==> src/rtl/board_io_pkg.sv <==
// Shared definitions for the board I/O controller: 7-segment decoding,
// counter sizing and the CPU clock-enable mode.
package board_io_pkg;

   localparam logic [6:0] SEG_BLANK = 7'h7F;

   typedef enum logic {
      MODE_STEP = 1'b0,
      MODE_RUN  = 1'b1
   } cpu_mode_e;

   // Bits needed to hold 0..value-1, never less than one bit.
   function automatic int cntWidth(input int value);
      return (value <= 2) ? 1 : $clog2(value);
   endfunction

   // Active-low {g,f,e,d,c,b,a} pattern for one hex digit.
   function automatic logic [6:0] hex7(input logic [3:0] nibble);
      logic [6:0] seg;
      case (nibble)
         4'h0: seg = 7'h40;
         4'h1: seg = 7'h79;
         4'h2: seg = 7'h24;
         4'h3: seg = 7'h30;
         4'h4: seg = 7'h19;
         4'h5: seg = 7'h12;
         4'h6: seg = 7'h02;
         4'h7: seg = 7'h78;
         4'h8: seg = 7'h00;
         4'h9: seg = 7'h10;
         4'hA: seg = 7'h08;
         4'hB: seg = 7'h03;
         4'hC: seg = 7'h46;
         4'hD: seg = 7'h21;
         4'hE: seg = 7'h06;
         default: seg = 7'h0E;
      endcase
      return seg;
   endfunction

endpackage

==> src/rtl/board_io_ctrl_btn_debounce.sv <==
// One push button: two-flop synchroniser, sample-counting debouncer and a
// one-cycle pulse on each accepted press.
module btn_debounce
   import board_io_pkg::*;
#(
   parameter int DB_CNT = 2
) (
   input  logic clk_i,
   input  logic rst_ni,
   input  logic btn_i,
   input  logic tick_i,
   output logic db_o,
   output logic rise_o
);

   localparam int CNT_W = cntWidth(DB_CNT);
   localparam logic [CNT_W-1:0] CNT_LAST = CNT_W'(DB_CNT - 1);

   logic             syncMeta_q;
   logic             sync_q;
   logic             db_q;
   logic             rise_q;
   logic [CNT_W-1:0] cnt_q;

   // A new level is accepted only after DB_CNT consecutive samples disagree with it.
   always_ff @(posedge clk_i or negedge rst_ni) begin
      if (!rst_ni) begin
         syncMeta_q <= 1'b0;
         sync_q     <= 1'b0;
         db_q       <= 1'b0;
         rise_q     <= 1'b0;
         cnt_q      <= '0;
      end else begin
         syncMeta_q <= btn_i;
         sync_q     <= syncMeta_q;
         rise_q     <= 1'b0;
         if (tick_i) begin
            if (sync_q == db_q) begin
               cnt_q <= '0;
            end else if (cnt_q == CNT_LAST) begin
               db_q   <= sync_q;
               rise_q <= sync_q;
               cnt_q  <= '0;
            end else begin
               cnt_q <= cnt_q + 1'b1;
            end
         end
      end
   end

   assign db_o   = db_q;
   assign rise_o = rise_q;

endmodule

==> src/rtl/board_io_ctrl.sv <==
// Board I/O controller: debounced buttons, CPU clock-enable (run/step),
// paged hex 7-segment scanner and paged LED mux, all on one clock.
module board_io_ctrl
   import board_io_pkg::*;
#(
   parameter int NUM_BTN    = 4,
   parameter int NUM_DIGITS = 4,
   parameter int DATA_W     = 32,
   parameter int LED_W      = 16,
   parameter int SCAN_DIV   = 100_000,
   parameter int DB_DIV     = 1_000_000,
   parameter int DB_CNT     = 2,
   parameter int RUN_DIV    = 1_000_000,
   parameter int STEP_BTN   = 0,
   parameter int PAGE_BTN   = 1,
   parameter int LED_BTN    = 2
) (
   input  logic                                             CLK,
   input  logic                                             RST_N,
   input  logic [NUM_BTN-1:0]                               btn_i,
   input  logic                                             run_mode_i,
   input  logic [DATA_W-1:0]                                disp_data_i,
   input  logic [2*LED_W-1:0]                               led_data_i,
   output logic [NUM_BTN-1:0]                               btn_db_o,
   output logic [NUM_BTN-1:0]                               btn_rise_o,
   output logic                                             cpu_en_o,
   output logic [cntWidth(DATA_W/(4*NUM_DIGITS))-1:0]       page_o,
   output logic [6:0]                                       seg_o,
   output logic [NUM_DIGITS-1:0]                            an_o,
   output logic [LED_W-1:0]                                 led_o
);

   localparam int NUM_PAGES = DATA_W / (4 * NUM_DIGITS);
   localparam int PAGE_W    = cntWidth(NUM_PAGES);
   localparam int IDX_W     = cntWidth(NUM_DIGITS);
   localparam int NUM_NIB   = DATA_W / 4;
   localparam int NIB_W     = cntWidth(NUM_NIB);
   localparam int SCAN_W    = cntWidth(SCAN_DIV);
   localparam int DB_W      = cntWidth(DB_DIV);
   localparam int RUN_W     = cntWidth(RUN_DIV);
   localparam logic [IDX_W-1:0]  IDX_LAST  = IDX_W'(NUM_DIGITS - 1);
   localparam logic [PAGE_W-1:0] PAGE_LAST = PAGE_W'(NUM_PAGES - 1);

   logic [SCAN_W-1:0]     scanCnt_q;
   logic [DB_W-1:0]       dbCnt_q;
   logic [RUN_W-1:0]      runCnt_q;
   logic                  scanTick;
   logic                  dbTick;
   logic                  runTick;
   cpu_mode_e             mode;

   logic [IDX_W-1:0]      idx_q,  idx_d;
   logic [PAGE_W-1:0]     page_q, page_d;
   logic [NUM_DIGITS-1:0] an_q;
   logic [6:0]            seg_q;
   logic                  cpuEn_q;
   logic [LED_W-1:0]      led_q;

   logic [3:0]            nibbles [NUM_NIB];
   logic [NIB_W-1:0]      nibSel;

   assign mode     = cpu_mode_e'(run_mode_i);
   assign scanTick = (scanCnt_q == SCAN_W'(SCAN_DIV - 1));
   assign dbTick   = (dbCnt_q   == DB_W'(DB_DIV - 1));
   assign runTick  = (runCnt_q  == RUN_W'(RUN_DIV - 1));

   // The run prescaler is parked at zero in step mode so run pulses start a full period after entry.
   always_ff @(posedge CLK or negedge RST_N) begin
      if (!RST_N) begin
         scanCnt_q <= '0;
         dbCnt_q   <= '0;
         runCnt_q  <= '0;
      end else begin
         scanCnt_q <= scanTick ? '0 : scanCnt_q + 1'b1;
         dbCnt_q   <= dbTick   ? '0 : dbCnt_q + 1'b1;
         if (mode == MODE_STEP || runTick) begin
            runCnt_q <= '0;
         end else begin
            runCnt_q <= runCnt_q + 1'b1;
         end
      end
   end

   for (genvar b = 0; b < NUM_BTN; b++) begin : g_btn
      btn_debounce #(
         .DB_CNT (DB_CNT)
      ) u_debounce (
         .clk_i  (CLK),
         .rst_ni (RST_N),
         .btn_i  (btn_i[b]),
         .tick_i (dbTick),
         .db_o   (btn_db_o[b]),
         .rise_o (btn_rise_o[b])
      );
   end

   for (genvar n = 0; n < NUM_NIB; n++) begin : g_nib
      assign nibbles[n] = disp_data_i[4*n +: 4];
   end

   assign nibSel = NIB_W'(int'(page_q) * NUM_DIGITS + int'(idx_q));

   always_comb begin
      idx_d  = idx_q;
      page_d = page_q;
      if (scanTick) begin
         idx_d = (idx_q == IDX_LAST) ? '0 : idx_q + 1'b1;
      end
      if (btn_rise_o[PAGE_BTN]) begin
         page_d = (page_q == PAGE_LAST) ? '0 : page_q + 1'b1;
      end
   end

   // Display outputs follow the digit index by one cycle so anode and segments always switch together.
   always_ff @(posedge CLK or negedge RST_N) begin
      if (!RST_N) begin
         idx_q   <= '0;
         page_q  <= '0;
         an_q    <= '1;
         seg_q   <= SEG_BLANK;
         cpuEn_q <= 1'b0;
         led_q   <= '0;
      end else begin
         idx_q   <= idx_d;
         page_q  <= page_d;
         an_q    <= ~(NUM_DIGITS'(1) << idx_q);
         seg_q   <= hex7(nibbles[nibSel]);
         cpuEn_q <= (mode == MODE_RUN) ? runTick : btn_rise_o[STEP_BTN];
         led_q   <= btn_db_o[LED_BTN] ? led_data_i[2*LED_W-1:LED_W] : led_data_i[LED_W-1:0];
      end
   end

   assign page_o   = page_q;
   assign an_o     = an_q;
   assign seg_o    = seg_q;
   assign cpu_en_o = cpuEn_q;
   assign led_o    = led_q;

endmodule

==> config.mk <==
export PLATFORM = sky130hd
export DESIGN_NAME = board_io_ctrl
export DESIGN_NICKNAME = d
export VERILOG_FILES = /design/src/rtl/board_io_pkg.sv /design/src/rtl/board_io_ctrl_btn_debounce.sv /design/src/rtl/board_io_ctrl.sv
export SDC_FILE = /design/constraint.sdc
export NUM_CORES = 1
export LEC_CHECK = 0
export ABC_CLOCK_PERIOD_IN_PS = 2200
export CORE_MARGIN = 2
export CORE_UTILIZATION = 30
export CTS_BUF_LIST = sky130_fd_sc_hd__clkbuf_2 sky130_fd_sc_hd__clkbuf_4 sky130_fd_sc_hd__clkbuf_8
export DETAILED_ROUTE_END_ITERATION = 8
export GPL_TIMING_DRIVEN = 0
export HOLD_SLACK_MARGIN = 0.02
export SLEW_MARGIN = 10
export SYNTH_ARGS = -nofsm -noshare
export SYNTH_HDL_FRONTEND = slang
export SYNTH_SLANG_ARGS = --single-unit
==> constraint.sdc <==
create_clock -name CLK -period 2.2 [get_ports CLK]
set_input_delay 0.44 -clock CLK [delete_from_list [all_inputs] [get_ports CLK]]
set_output_delay 0.44 -clock CLK [all_outputs]
set_load 0.05 [all_outputs]
==> results.cfg, run 1 <==
[drt]
drc = 0
routed_via_density = 4.63
routed_wl_um = 10500
drtIter0Drc = 161
ant_nets = 0
first_pass_iters = 4
routedWlPerCell_um = 13.3
dr_total_vias = 3642

[logic_synthesis]
syn-num-nets = 514
yosys-top-cells-count = dfrtp_1 (97), nor2_1 (35), mux2_2 (29)
synth_top_area_cell = dfrtp_1
synth_top_area_share = 0.472
yosysMostFrequentCell = dfrtp_1
seq_area_frac_synth = 0.529
ys_async_sr_fraction = 1.00
yosysWarnings = 0
yosys-top-cells-area = dfrtp_1 (47%), mux2_2 (6.4%), dfstp_2 (5.6%)
synthFlopType = dfrtp_1
synth-edff-count = 0
synth_area_sq_um = 5140
synth.avg_cell_area_sq_um = 11.9
synth_seq_cells = 108
yosysUniqueCellTypes = 45
syn_inst = 431

[hold_path]
hp-start = g_btn[3].u_debounce.syncMeta_q
hold_path_class = flop to flop
hold_end = g_btn[3].u_debounce.sync_q
hold_depth = 0

[placed_design]
gp_congestion = 0.750
dp_hpwl_um = 7700
numPortBuffers = 107
place_area_sq_um = 6520
dpl.cell_count = 759

[timing]
fin_crit_ns = 2.14
fmax_mhz = 467
period_share = 0.974
maxSlewViolCount = 0
setup_tns_ns = 0
fin_skew_ns = 0.0130
hold_viol_final = 0
setup_viol = 0
slew_headroom = 0.641
worstMarginPinSlew_ns = 0.538
rsz0062_at_grt = false

[layout]
utilization = 0.411
final_nets = 645
final_cells = 787
drive_gt1_frac = 0.180
area_growth_pct = 33.3
antenna_cells = 0
finalInstanceArea_sq_um = 6850

[cts]
insertion_delay_ns = 0.38
path_clk_slew_ns = 0.09
cts-root-buf = clkbuf_8
cts_max_level = 3
cts_inserted_buffers = 9
clock-sinks = 108
clock_tree.buffer_depth = 2
cts_tree = yes

[grt]
grt_max_degree = 61
grtUsageTotal = 0.121
grt_pass1_wl_um = 17600
grt-ovfl-total = 0
antenna_found_initial = 0
grt_pass1_vias = 3736

[worst_setup_path]
crit_buf_inv = 1
crit_required_ns = 1.76
crit_arrival_ns = 1.70
crit_type = flop to output port
critical_path_peak_fanout = 1
end_kind = output port
path_delay_family = buffers and inverters
r2r-end = idx_q[0]
reg2reg_setup_slack_ns = 0.08
worstPathCellList = clkdlybuf4s50_1
critPathMaxStageDelay_ns = 0.80
r2r_start = scanCnt_q[12]
r2r_cells = 5
slowest_stage = clkdlybuf4s50_1
start_kind = flop

[power_and_ir_drop]
p_leak_nw = 2.94
finalPower_mw = 3.73
max-vdd-ir-drop_mv = 0.417
powerDensity_nw_per_um2 = 545

[die]
fp.dieH_um = 135
dieArea_sq_um = 18200
core-area_sq_um = 16600
io_pins = 108
start_util = 0.309
die_x_um = 135
rows = 47

[run_status]
outcome = finished clean

[run]
max_cap_viol_count = 0
==> report_power, final <==
part           internal [mW]  total (mW)  leakage [nW]  switching (mW)
logic                  0.219       0.434          1.46           0.215
clock network          0.553        1.25        0.0997           0.696
registers               2.03        2.05          1.38          0.0152
==> worst max path at each step <==
| stage | start | end | cells past startpoint |
|---|---|---|---|
| 4_1_cts | idx_q[0] | seg_o[4] | 7 |
| 3_5_place_dp | disp_data_i[4] | seg_o[5] | 8 |
| 2_1_floorplan | idx_q[0] | seg_o[0] | 7 |
| 6_report | an_o[3] | an_o[3] | 1 |
| 5_1_grt | an_o[3] | an_o[3] | 1 |
| 3_3_place_gp | RST_N | page_o | 1 |
==> final cells by class <==
cell class	count	area (sq um)
inverters	16	60.1
clock inverters	6	72.6
multi-input cells	285	2240
repair buffers	120	1210
well taps	220	275
flip-flops and latches	108	2720
plain buffers	22	140
fillers	1583	9790
clock buffers	10	131
==> cells in the final DEF, fill, tap and decap left out, drive strengths merged, types with 3 or more instances in the layout <==
cell type      instances
nand2                 18
nor3                   3
nand4                 10
xnor2                 22
or3                   11
o31ai                  7
nor4                   4
ha                    12
and4                   9
clkbuf                20
o21ai                 10
dfstp                 11
nand3                 28
dlymetal6s2s           7
mux2                  29
and3                   7
mux2i                  9
clkdlybuf4s50         97
buf                   25
and2                   3
xor2                  21
nor3b                  5
mux4                   8
nor2                  35
dfrtp                 97
a21oi                 14
inv                   18
or4                    7
==> timing repair <==
action                                  CTS  global route
resized for setup                         6            17
buffers inserted                          6             5
pin swaps                                 0             2
hold buffers                              1             0
endpoints found under the setup margin   23            44
hold endpoints to repair                 38             0
==> metrics by stage <==
stage	setup WS [ns]	hold WS [ns]
after floorplan	0.0175	0.144
after global placement	-3.83	0.335
after detailed placement	-0.470	0.339
after CTS	0.00695	0.362
after global routing	0.0000718	0.367
final	0.0565	0.359
==> sequential cells by signal, indices dropped and copies added, names as in the netlist <==
name                         count
an_o                             4
g_btn.u_debounce.cnt_q           4
idx_q                            2
dbCnt_q                         20
g_btn.u_debounce.syncMeta_q      4
runCnt_q                        20
scanCnt_q                       17
cpu_en_o                         1
page_o                           1
g_btn.u_debounce.rise_o          4
led_o                           16
g_btn.u_debounce.sync_q          4
seg_o                            7
g_btn.u_debounce.db_o            4
==> per-layer routing <==
metal  share of wire  global-route usage
met1            0.43               0.146
met2            0.51               0.205
met3           0.045              0.0413
met4           0.012              0.0357
met5               0                   0
==> logic make-up after synthesis <==
kind of cell,after synthesis,share of synthesized area
adder cells (fa/ha/maj),12,0.0292
AO/OA/AOI/OAI,36,0.0421
XOR/XNOR,43,0.0733
buffers and inverters,38,0.0375
AND/OR/NAND/NOR,148,0.164
multiplexers,46,0.125
flip-flops,108,0.529
Power figures use the tool's default switching activity.
==> run 2, diff against run 1 <==
- PLACE_DENSITY: unset -> 0.51
==> results.cfg, run 2 (same netlist as run 1, synthesis figures left out) <==
[layout]
finalInstanceArea_sq_um = 6830
area_growth_pct = 33.0
layout_commonest_cell = clkdlybuf4s50_1
drive_gt1_frac = 0.177
reg_top3 = dbCnt_q (20), runCnt_q (20), scanCnt_q (17)
mostFrequentLayoutCells = clkdlybuf4s50_1 (101), dfrtp_1 (95), nor2_1 (35)
final_nets = 642
antenna_cells = 0
final_cells = 784

[power_and_ir_drop]
p_sw_uw = 940
max-vdd-ir-drop_mv = 0.281
switching_share = 0.252
p_leak_nw = 2.89
power.share.combinational = 0.117
internal_power_mw = 2.78
p_clk_frac = 0.334
power_frac_seq = 0.549
powerDensity_nw_per_um2 = 545

[timing]
setup_tns_ns = 0
slew_headroom = 0.640
setup_viol = 0
fin_skew_ns = 0.0107
rsz0062_at_grt = true
hold_viol_final = 0
fin_crit_ns = 2.14
fmax_mhz = 467
worstMarginPinSlew_ns = 0.539
maxSlewViolCount = 0
period_share = 0.974
timing.final.ws_setup_ns = 0.0569
whs_ns = 0.361

[grt]
grt_pass1_vias = 3768
antenna_found_initial = 0
grt_pass1_wl_um = 18400
grtUsageTotal = 0.126
grt-ovfl-total = 0
grt_max_degree = 88

[drt]
drc = 0
routed_wl_um = 10800
drtIter0Drc = 153
first_pass_iters = 4
routed_via_density = 4.62
routedWlPerCell_um = 13.8
dr_total_vias = 3624
ant_nets = 0

[worst_setup_path]
crit_required_ns = 1.76
crit_type = flop to output port
end_kind = output port
critical_path_peak_fanout = 2
start_kind = flop
crit_arrival_ns = 1.70

[hold_path]
hold_path_class = flop to flop

[cts]
insertion_delay_ns = 0.38
cts_tree = yes
cts-root-buf = clkbuf_8
cts_inserted_buffers = 9
clock-sinks = 108
clock_tree.buffer_depth = 2
cts_max_level = 3
path_clk_slew_ns = 0.10

[die]
start_util = 0.309
die_x_um = 135
io_pins = 108
core-area_sq_um = 16600
fp.dieH_um = 135
dieArea_sq_um = 18200
rows = 47

[placed_design]
dpl.cell_count = 759
gp_congestion = 0.736
post-place-ws_ns = -0.445
numPortBuffers = 107
dp_hpwl_um = 7790
place_area_sq_um = 6520

[run]
max_cap_viol_count = 0

[run_status]
outcome = finished clean
==> run 2: changes by cell type in the layout (fill, tap and decap cells not counted), moves of 2 or more <==
cell and change:
clkinv_4 +2, clkbuf_1 +2, clkdlybuf4s50_1 +4, dlymetal6s2s_1 -3
buf_4 -4, clkbuf_2 -2
==> run 2: timing repair <==
action,in CTS,in global routing
buffers inserted,5,3
setup endpoints to repair,23,45
hold buffers,1,0
gates resized for setup,9,11
pin swaps,1,3
endpoints found under the hold margin,21,0
==> run 2: layer usage <==
metal,up-vias,GRT usage,part of all wire
li1,1775,-,-
met1,1784,0.161,0.45
met2,52,0.209,0.51
met3,13,0.0255,0.028
met4,0,0.0497,0.018
met5,-,0,0
==> run 2: stage by stage <==
| stage | power, mW | util |
|---|---|---|
| global route | 3.91 | 0.411 |
| detailed placement | 2.51 | 0.392 |
| global placement | 2.50 | 0.390 |
| finish | 3.72 | 0.411 |
| floorplan | 2.27 | - |
| CTS | 3.80 | 0.408 |
==> run 2: layout make-up <==
type,instances,area (sq um)
inverter,16,60.1
timing repair buffer,117,1180
tap,220,275
clock inverter,7,76.3
sequential,108,2720
fill,1581,9810
buffer,22,146
multi-input combinational,285,2250
clock buffer,9,124
==> run 2: worst max-delay path, cell delays in order, from the launching register on <==
cell             delay (ns)
dfrtp_1                0.41
buf_4                  0.12
clkdlybuf4s50_1        0.79
==> run 2: worst paths after layout <==
path,startpoint,to,slack [ns],cells past startpoint
max,g_btn[0].u_debounce.rise_o,btn_rise_o[0],0.06,2
min,g_btn[3].u_debounce.syncMeta_q,g_btn[3].u_debounce.sync_q,0.36,0
max reg2reg,idx_q[0],seg_o[1],0.11,8
min reg2reg,g_btn[3].u_debounce.syncMeta_q,g_btn[3].u_debounce.sync_q,0.36,0
max in group asynchronous,RST_N,an_o[2],1.03,3
min in group asynchronous,RST_N,led_o[12],0.46,2
==> run 2: power groups by stage <==
stage	Combinational [mW]	Clock, mW	Sequential [mW]
after global routing	0.469	1.39	2.05
after global placement	0.416	0	2.08
final	0.434	1.24	2.05
after CTS	0.441	1.31	2.05
after floorplan	0.0870	0	2.18
after detailed placement	0.428	0	2.08
